## config.mk

```make
export PLATFORM = sky130hd
export DESIGN_NAME = pipelined_alu_stream
export DESIGN_NICKNAME = d
export VERILOG_FILES = /design/src/rtl/pipelined_alu_stream.sv
export SDC_FILE = /design/constraint.sdc
export NUM_CORES = 2
export LEC_CHECK = 0
export BUFFER_PORTS_ARGS = -buffer_cell sky130_fd_sc_hd__buf_4
export CAP_MARGIN = 15
export CORE_MARGIN = 4
export CORE_UTILIZATION = 50
export DETAILED_ROUTE_END_ITERATION = 10
export GPL_ROUTABILITY_DRIVEN = 0
export PLACE_DENSITY = 0.69
export SYNTH_ARGS = -nofsm -noshare
export SYNTH_HDL_FRONTEND = slang
export SYNTH_SLANG_ARGS = --single-unit
```

## constraint.sdc

```tcl
create_clock -name clk -period 1.96 [get_ports clk]
set_input_delay 0.098 -clock clk [delete_from_list [all_inputs] [get_ports clk]]
set_output_delay 0.098 -clock clk [all_outputs]
set_load 0.05 [all_outputs]
```

## src/rtl/pipelined_alu_stream.sv

```systemverilog
// Tagged two-operand ALU with a STAGES-deep valid/ready pipeline, global stall and synchronous flush.
// The result is computed at entry and then carried through the stages alongside its tag, op and flag.
module pipelined_alu_stream #(
  parameter int unsigned WIDTH   = 32,
  parameter int unsigned TAGBITS = 7,
  parameter int unsigned STAGES  = 3
) (
  input  logic               clk,
  input  logic               reset,
  input  logic               flush,
  input  logic               in_valid,
  output logic               in_ready,
  input  logic [TAGBITS-1:0] in_tag,
  input  logic [2:0]         in_op,
  input  logic [WIDTH-1:0]   a,
  input  logic [WIDTH-1:0]   b,
  output logic               out_valid,
  input  logic               out_ready,
  output logic [WIDTH-1:0]   res,
  output logic [TAGBITS-1:0] out_tag,
  output logic [2:0]         out_op,
  output logic               out_ovf
);

  typedef enum logic [2:0] {
    OP_NOP  = 3'd0,
    OP_ADD  = 3'd1,
    OP_SUB  = 3'd2,
    OP_MULT = 3'd3,
    OP_AND  = 3'd4,
    OP_OR   = 3'd5,
    OP_XOR  = 3'd6,
    OP_RSVD = 3'd7
  } op_e;

  logic                 adv;
  logic                 accept;
  logic [WIDTH:0]       sum;
  logic [2*WIDTH-1:0]   prod;
  logic [WIDTH-1:0]     alu_res;
  logic                 alu_ovf;

  logic [STAGES-1:0]              vld_q, vld_d;
  logic [STAGES-1:0][WIDTH-1:0]   res_q, res_d;
  logic [STAGES-1:0][TAGBITS-1:0] tag_q, tag_d;
  logic [STAGES-1:0][2:0]         op_q,  op_d;
  logic [STAGES-1:0]              ovf_q, ovf_d;

  always_comb begin
    sum     = {1'b0, a} + {1'b0, b};
    prod    = {{WIDTH{1'b0}}, a} * {{WIDTH{1'b0}}, b};
    alu_res = '0;
    alu_ovf = 1'b0;
    case (op_e'(in_op))
      OP_ADD:  begin alu_res = sum[WIDTH-1:0];  alu_ovf = sum[WIDTH];          end
      OP_SUB:  begin alu_res = a - b;           alu_ovf = (a < b);             end
      OP_MULT: begin alu_res = prod[WIDTH-1:0]; alu_ovf = |prod[2*WIDTH-1:WIDTH]; end
      OP_AND:  alu_res = a & b;
      OP_OR:   alu_res = a | b;
      OP_XOR:  alu_res = a ^ b;
      default: begin alu_res = '0; alu_ovf = 1'b0; end
    endcase
  end

  // The whole pipe moves in lockstep; a stalled output freezes every stage.
  always_comb begin
    adv      = !vld_q[STAGES-1] || out_ready;
    in_ready = adv && !flush;
    accept   = in_valid && in_ready;

    vld_d = vld_q;
    res_d = res_q;
    tag_d = tag_q;
    op_d  = op_q;
    ovf_d = ovf_q;

    if (adv) begin
      for (int unsigned i = 1; i < STAGES; i++) begin
        vld_d[i] = vld_q[i-1];
        res_d[i] = res_q[i-1];
        tag_d[i] = tag_q[i-1];
        op_d[i]  = op_q[i-1];
        ovf_d[i] = ovf_q[i-1];
      end
      vld_d[0] = accept;
      if (accept) begin
        res_d[0] = alu_res;
        tag_d[0] = in_tag;
        op_d[0]  = in_op;
        ovf_d[0] = alu_ovf;
      end
    end

    if (flush) vld_d = '0;
  end

  always_ff @(posedge clk or negedge reset) begin
    if (!reset) begin
      vld_q <= '0;
      res_q <= '0;
      tag_q <= '0;
      op_q  <= '0;
      ovf_q <= '0;
    end else begin
      vld_q <= vld_d;
      res_q <= res_d;
      tag_q <= tag_d;
      op_q  <= op_d;
      ovf_q <= ovf_d;
    end
  end

  assign out_valid = vld_q[STAGES-1];
  assign res       = res_q[STAGES-1];
  assign out_tag   = tag_q[STAGES-1];
  assign out_op    = op_q[STAGES-1];
  assign out_ovf   = ovf_q[STAGES-1];

endmodule

```

==> load_flow_metrics.sql <==
INSERT INTO impl_metrics (metric_group, metric, value, unit) VALUES
('route', 'drc_errors', '0', ''),
('synth', 'synth_adder_area_share', '53.6', '%'),
('setup_path', 'timing.setup.critical_path_class', 'in -> reg', ''),
('clock_network', 'clock_pin_slew_on_the_worst_setup_and_hold_paths', '60', 'ps'),
('place', 'post-place-ws', '-6330', 'ps'),
('synth', 'yosys_register_bits', '132', ''),
('sta', 'timing_worst_slew_pin_value', '580', 'ps'),
('clock_network', 'clk-insertion-delay-late', '420', 'ps'),
('synth', 'netlist.top_cell.by_area', 'fa_1', ''),
('synth', 'async_flop_share', '100', '%'),
('synth', 'synthesis.nets', '6079', ''),
('final_layout', 'share_of_cells_above_drive_strength_1', '28.7', '%'),
('route', 'vias_per_cell', '5.83', ''),
('route', 'detail-route-antenna-nets', '0', ''),
('synth', 'post-synth-top-area-fraction', '42.8', '%'),
('grt', 'first_pass_grt_wire_length', '233', 'mm'),
('die', 'die_x', '298', 'µm'),
('sta', 'setup_viol', '30', ''),
('sta', 'timing_hold_violations_final', '0', ''),
('sta', 'final.period_utilization', '394', '%'),
('synth', 'synth_most_common_cell', 'fa_1', ''),
('job', 'maxCapViolations', '0', ''),
('clock_network', 'clock_tree.root_cell', 'clkbuf_16', ''),
('synth', 'top_cells_by_instance_count_after_synthesis', 'fa_1 (897), inv_1 (820), nor2_1 (708)', ''),
('sta', 'worst_slack', '-5770', 'ps'),
('setup_path', 'worstSetupStartpointType', 'input port', ''),
('clock_network', 'cts.sinks', '132', ''),
('die', 'placement_rows', '105', ''),
('die', 'pin_count', '124', ''),
('clock_network', 'ctsHtreeMaxLevel', '4', ''),
('place', 'port-buffer-count', '123', ''),
('synth', 'synthesis.area', '41900', 'µm²'),
('min_path', 'worst_hold_path_cell_count', '2', ''),
('synth', 'synth_area_in_compound_gates', '9.13', '%'),
('setup_path', 'worst-endpoint-required', '2250', 'ps'),
('status', 'status', 'finished, violations left', ''),
('clock_network', 'cts_made_buffers', '17', ''),
('setup_path', 'worstRegToRegCells', '6', ''),
('setup_path', 'critical_path_peak_fanout', '5', ''),
('sta', 'finalMaxSlewViolations', '0', ''),
('synth', 'ys_types', '88', ''),
('die', 'core-area', '82600', 'µm²'),
('route', 'detail_route.wl_per_cell', '23.5', 'µm'),
('synth', 'post_synth_mux_area_share', '3.50', '%'),
('die', 'floorplan.initialDensity', '50.7', '%'),
('place', 'dp_hpwl', '126', 'mm'),
('sta', 'clock_skew', '4.99', 'ps'),
('final_layout', 'finish.net_count', '6845', ''),
('clock_network', 'cts_tree', 'yes', ''),
('grt', 'grt_start_max_net_pins', '90', ''),
('sta', 'period_needed', '7730', 'ps'),
('route', 'routed_wl', '155', 'mm'),
('die', 'fp.dieArea', '88500', 'µm²'),
('grt', 'grtUsageTotal', '34.3', '%'),
('die', 'die-height', '298', 'µm'),
('synth', 'yosysSeqAreaShare', '7.88', '%'),
('setup_path', 'crit_arrival', '8020', 'ps'),
('route', 'drt-pass1-iter-count', '7', ''),
('route', 'num_vias', '38400', ''),
('sta', 'grt_setup_unrepaired', 'true', ''),
('synth', 'synthSimpleGateAreaFrac', '13.7', '%'),
('setup_path', 'timing.critical_path.to_type', 'flip-flop', ''),
('synth', 'synth.yosys.warnings', '0', ''),
('grt', 'grt_pass1_vias', '40300', ''),
('synth', 'avgSynthCellArea', '8.84', 'µm²'),
('synth', 'synth_edf_count', '0', ''),
('final_layout', 'area_growth_from_synthesis_to_final_layout', '29.5', '%'),
('synth', 'ys_top_cells_by_area', 'fa_1 (43%), ha_1 (11%), dfrtp_1 (7.9%)', ''),
('sta', 'slew_headroom', '61.2', '%'),
('status', 'failing_checks', 'negative setup slack', ''),
('sta', 'maxClockFrequency', '129', 'MHz'),
('min_path', 'hold_path.class', 'in -> reg', ''),
('synth', 'postSynth.topFlopCell', 'dfrtp_1', ''),
('grt', 'grt-ovfl-total', '0', ''),
('grt', 'grt_antenna_before_repair', '5', ''),
('synth', 'synth_xor_xnor_area_share', '1.15', '%'),
('clock_network', 'cts_buffer_depth', '2', ''),
('synth', 'combinational_family_with_the_most_area_after_synthesis', 'adder cells', ''),
('synth', 'postSynthCellCount', '4742', ''),
('route', 'drtIter0Drc', '3996', '');
cells by family after synthesis:
| logic type | Yosys count |
|---|---|
| AND/OR/NAND/NOR | 1429 |
| flip-flops | 132 |
| XOR/XNOR | 55 |
| buffers and inverters | 1176 |
| adder cells (fa/ha/maj) | 1258 |
| AO/OA/AOI/OAI | 558 |
| multiplexers | 134 |
per-layer routing:
layer	routed length [µm]	global-route usage [%]	share of wire (%)
met5	38	0	0.025
met4	13800	21.9	8.9
met3	16500	5.98	11
met2	69400	53.9	45
met1	55000	44.2	36
final cells by class:
class,instances,area [µm²]
diodes,2,5.00
multi-input cells,3434,36000
repair buffers,1071,9600
clock inverters,15,165
clock buffers,17,425
flip-flops and latches,132,3300
repair inverters,3,23.8
inverters,849,3420
well taps,1070,1340
fillers,6305,28400
layout by cell type, fill, tap and decap left out, types with 28 or more instances in the layout:
cell type  synthesis  layout
buf_12             0      85
nand2_1          547     533
inv_1            820     770
buf_4             42     871
a21oi_1          144     113
nor2_2             0      51
mux2i_1           36      36
fa_1             897     861
dfrtp_1          132     131
buf_6              2      89
inv_2              6      39
ha_4               0      55
fa_2               0      36
o21ai_1           11      32
mux2_2            97      97
o22ai_1           31      30
ha_1             361     302
o21ai_0           95      62
nand3_1           32      28
nand4_1           41      41
nor2_1           708     631
path summary, 6_finish.rpt:
path                                        from                endpoint  slack (ps)
max                                        a[18]    ovf_q[0]$_DFFE_PN0P_       -5770
min                                     in_op[1]     op_q[1]$_DFFE_PN0P_          30
max reg2reg                 vld_q[2]$_DFFE_PN0P_   res_q[31]$_DFFE_PN0P_          70
min reg2reg                res_q[24]$_DFFE_PN0P_   res_q[24]$_DFFE_PN0P_         480
max in group asynchronous                  reset     res[25]$_DFFE_PN0N_         920
min in group asynchronous                  reset  out_tag[5]$_DFFE_PN0N_         240
flip-flops by register name, summed over array words and instances, names as in the netlist:
register  flops
res          32
ovf_q         3
out_tag       7
tag_q        14
vld_q         3
res_q        64
out_op        3
op_q          6
through the flow:
step | cells | instance area, µm² | util, % | setup TNS (ps) | hold slack [ps]
after floorplan | 4742 | 43100 | - | -105380 | -198
after global placement | 6470 | 50700 | 61.4 | -131230 | 93.1
after detailed placement | 6470 | 50700 | 61.4 | -132780 | 91.5
after CTS | 6558 | 53300 | 64.5 | -111830 | 0.964
after global routing | 6592 | 54300 | 65.7 | -120110 | 26.2
final | 6593 | 54300 | 65.7 | -115970 | 28.4
worst max-delay path, cell delays in order:
cell,delay [ps]
buf_12,90
clkinvlp_4,210
buf_6,210
nor2_2,140
fa_1,440
fa_1,600
inv_1,80
fa_1,510
fa_1,460
inv_1,120
fa_1,470
fa_2,600
fa_2,480
fa_1,490
ha_4,330
buf_4,130
nand2_1,60
o21ai_2,190
a21o_1,170
a21boi_0,90
o21bai_1,230
nor3_1,80
or4_4,530
a2111oi_4,320
and4b_1,230
nand4_1,140
o41ai_4,350
a41oi_1,150
timing repair:
action / CTS / global route
buffers inserted: 50 / 36
pin swaps: 169 / 119
endpoints found under the setup margin: 31 / 31
hold endpoints to repair: 62 / 1
gates cloned: 1 / 2
gates resized for setup: 370 / 162
hold buffers: 9 / 1
Power is not shown: default switching activity piles up to over one toggle a cycle in this logic, so the estimate is an artifact.
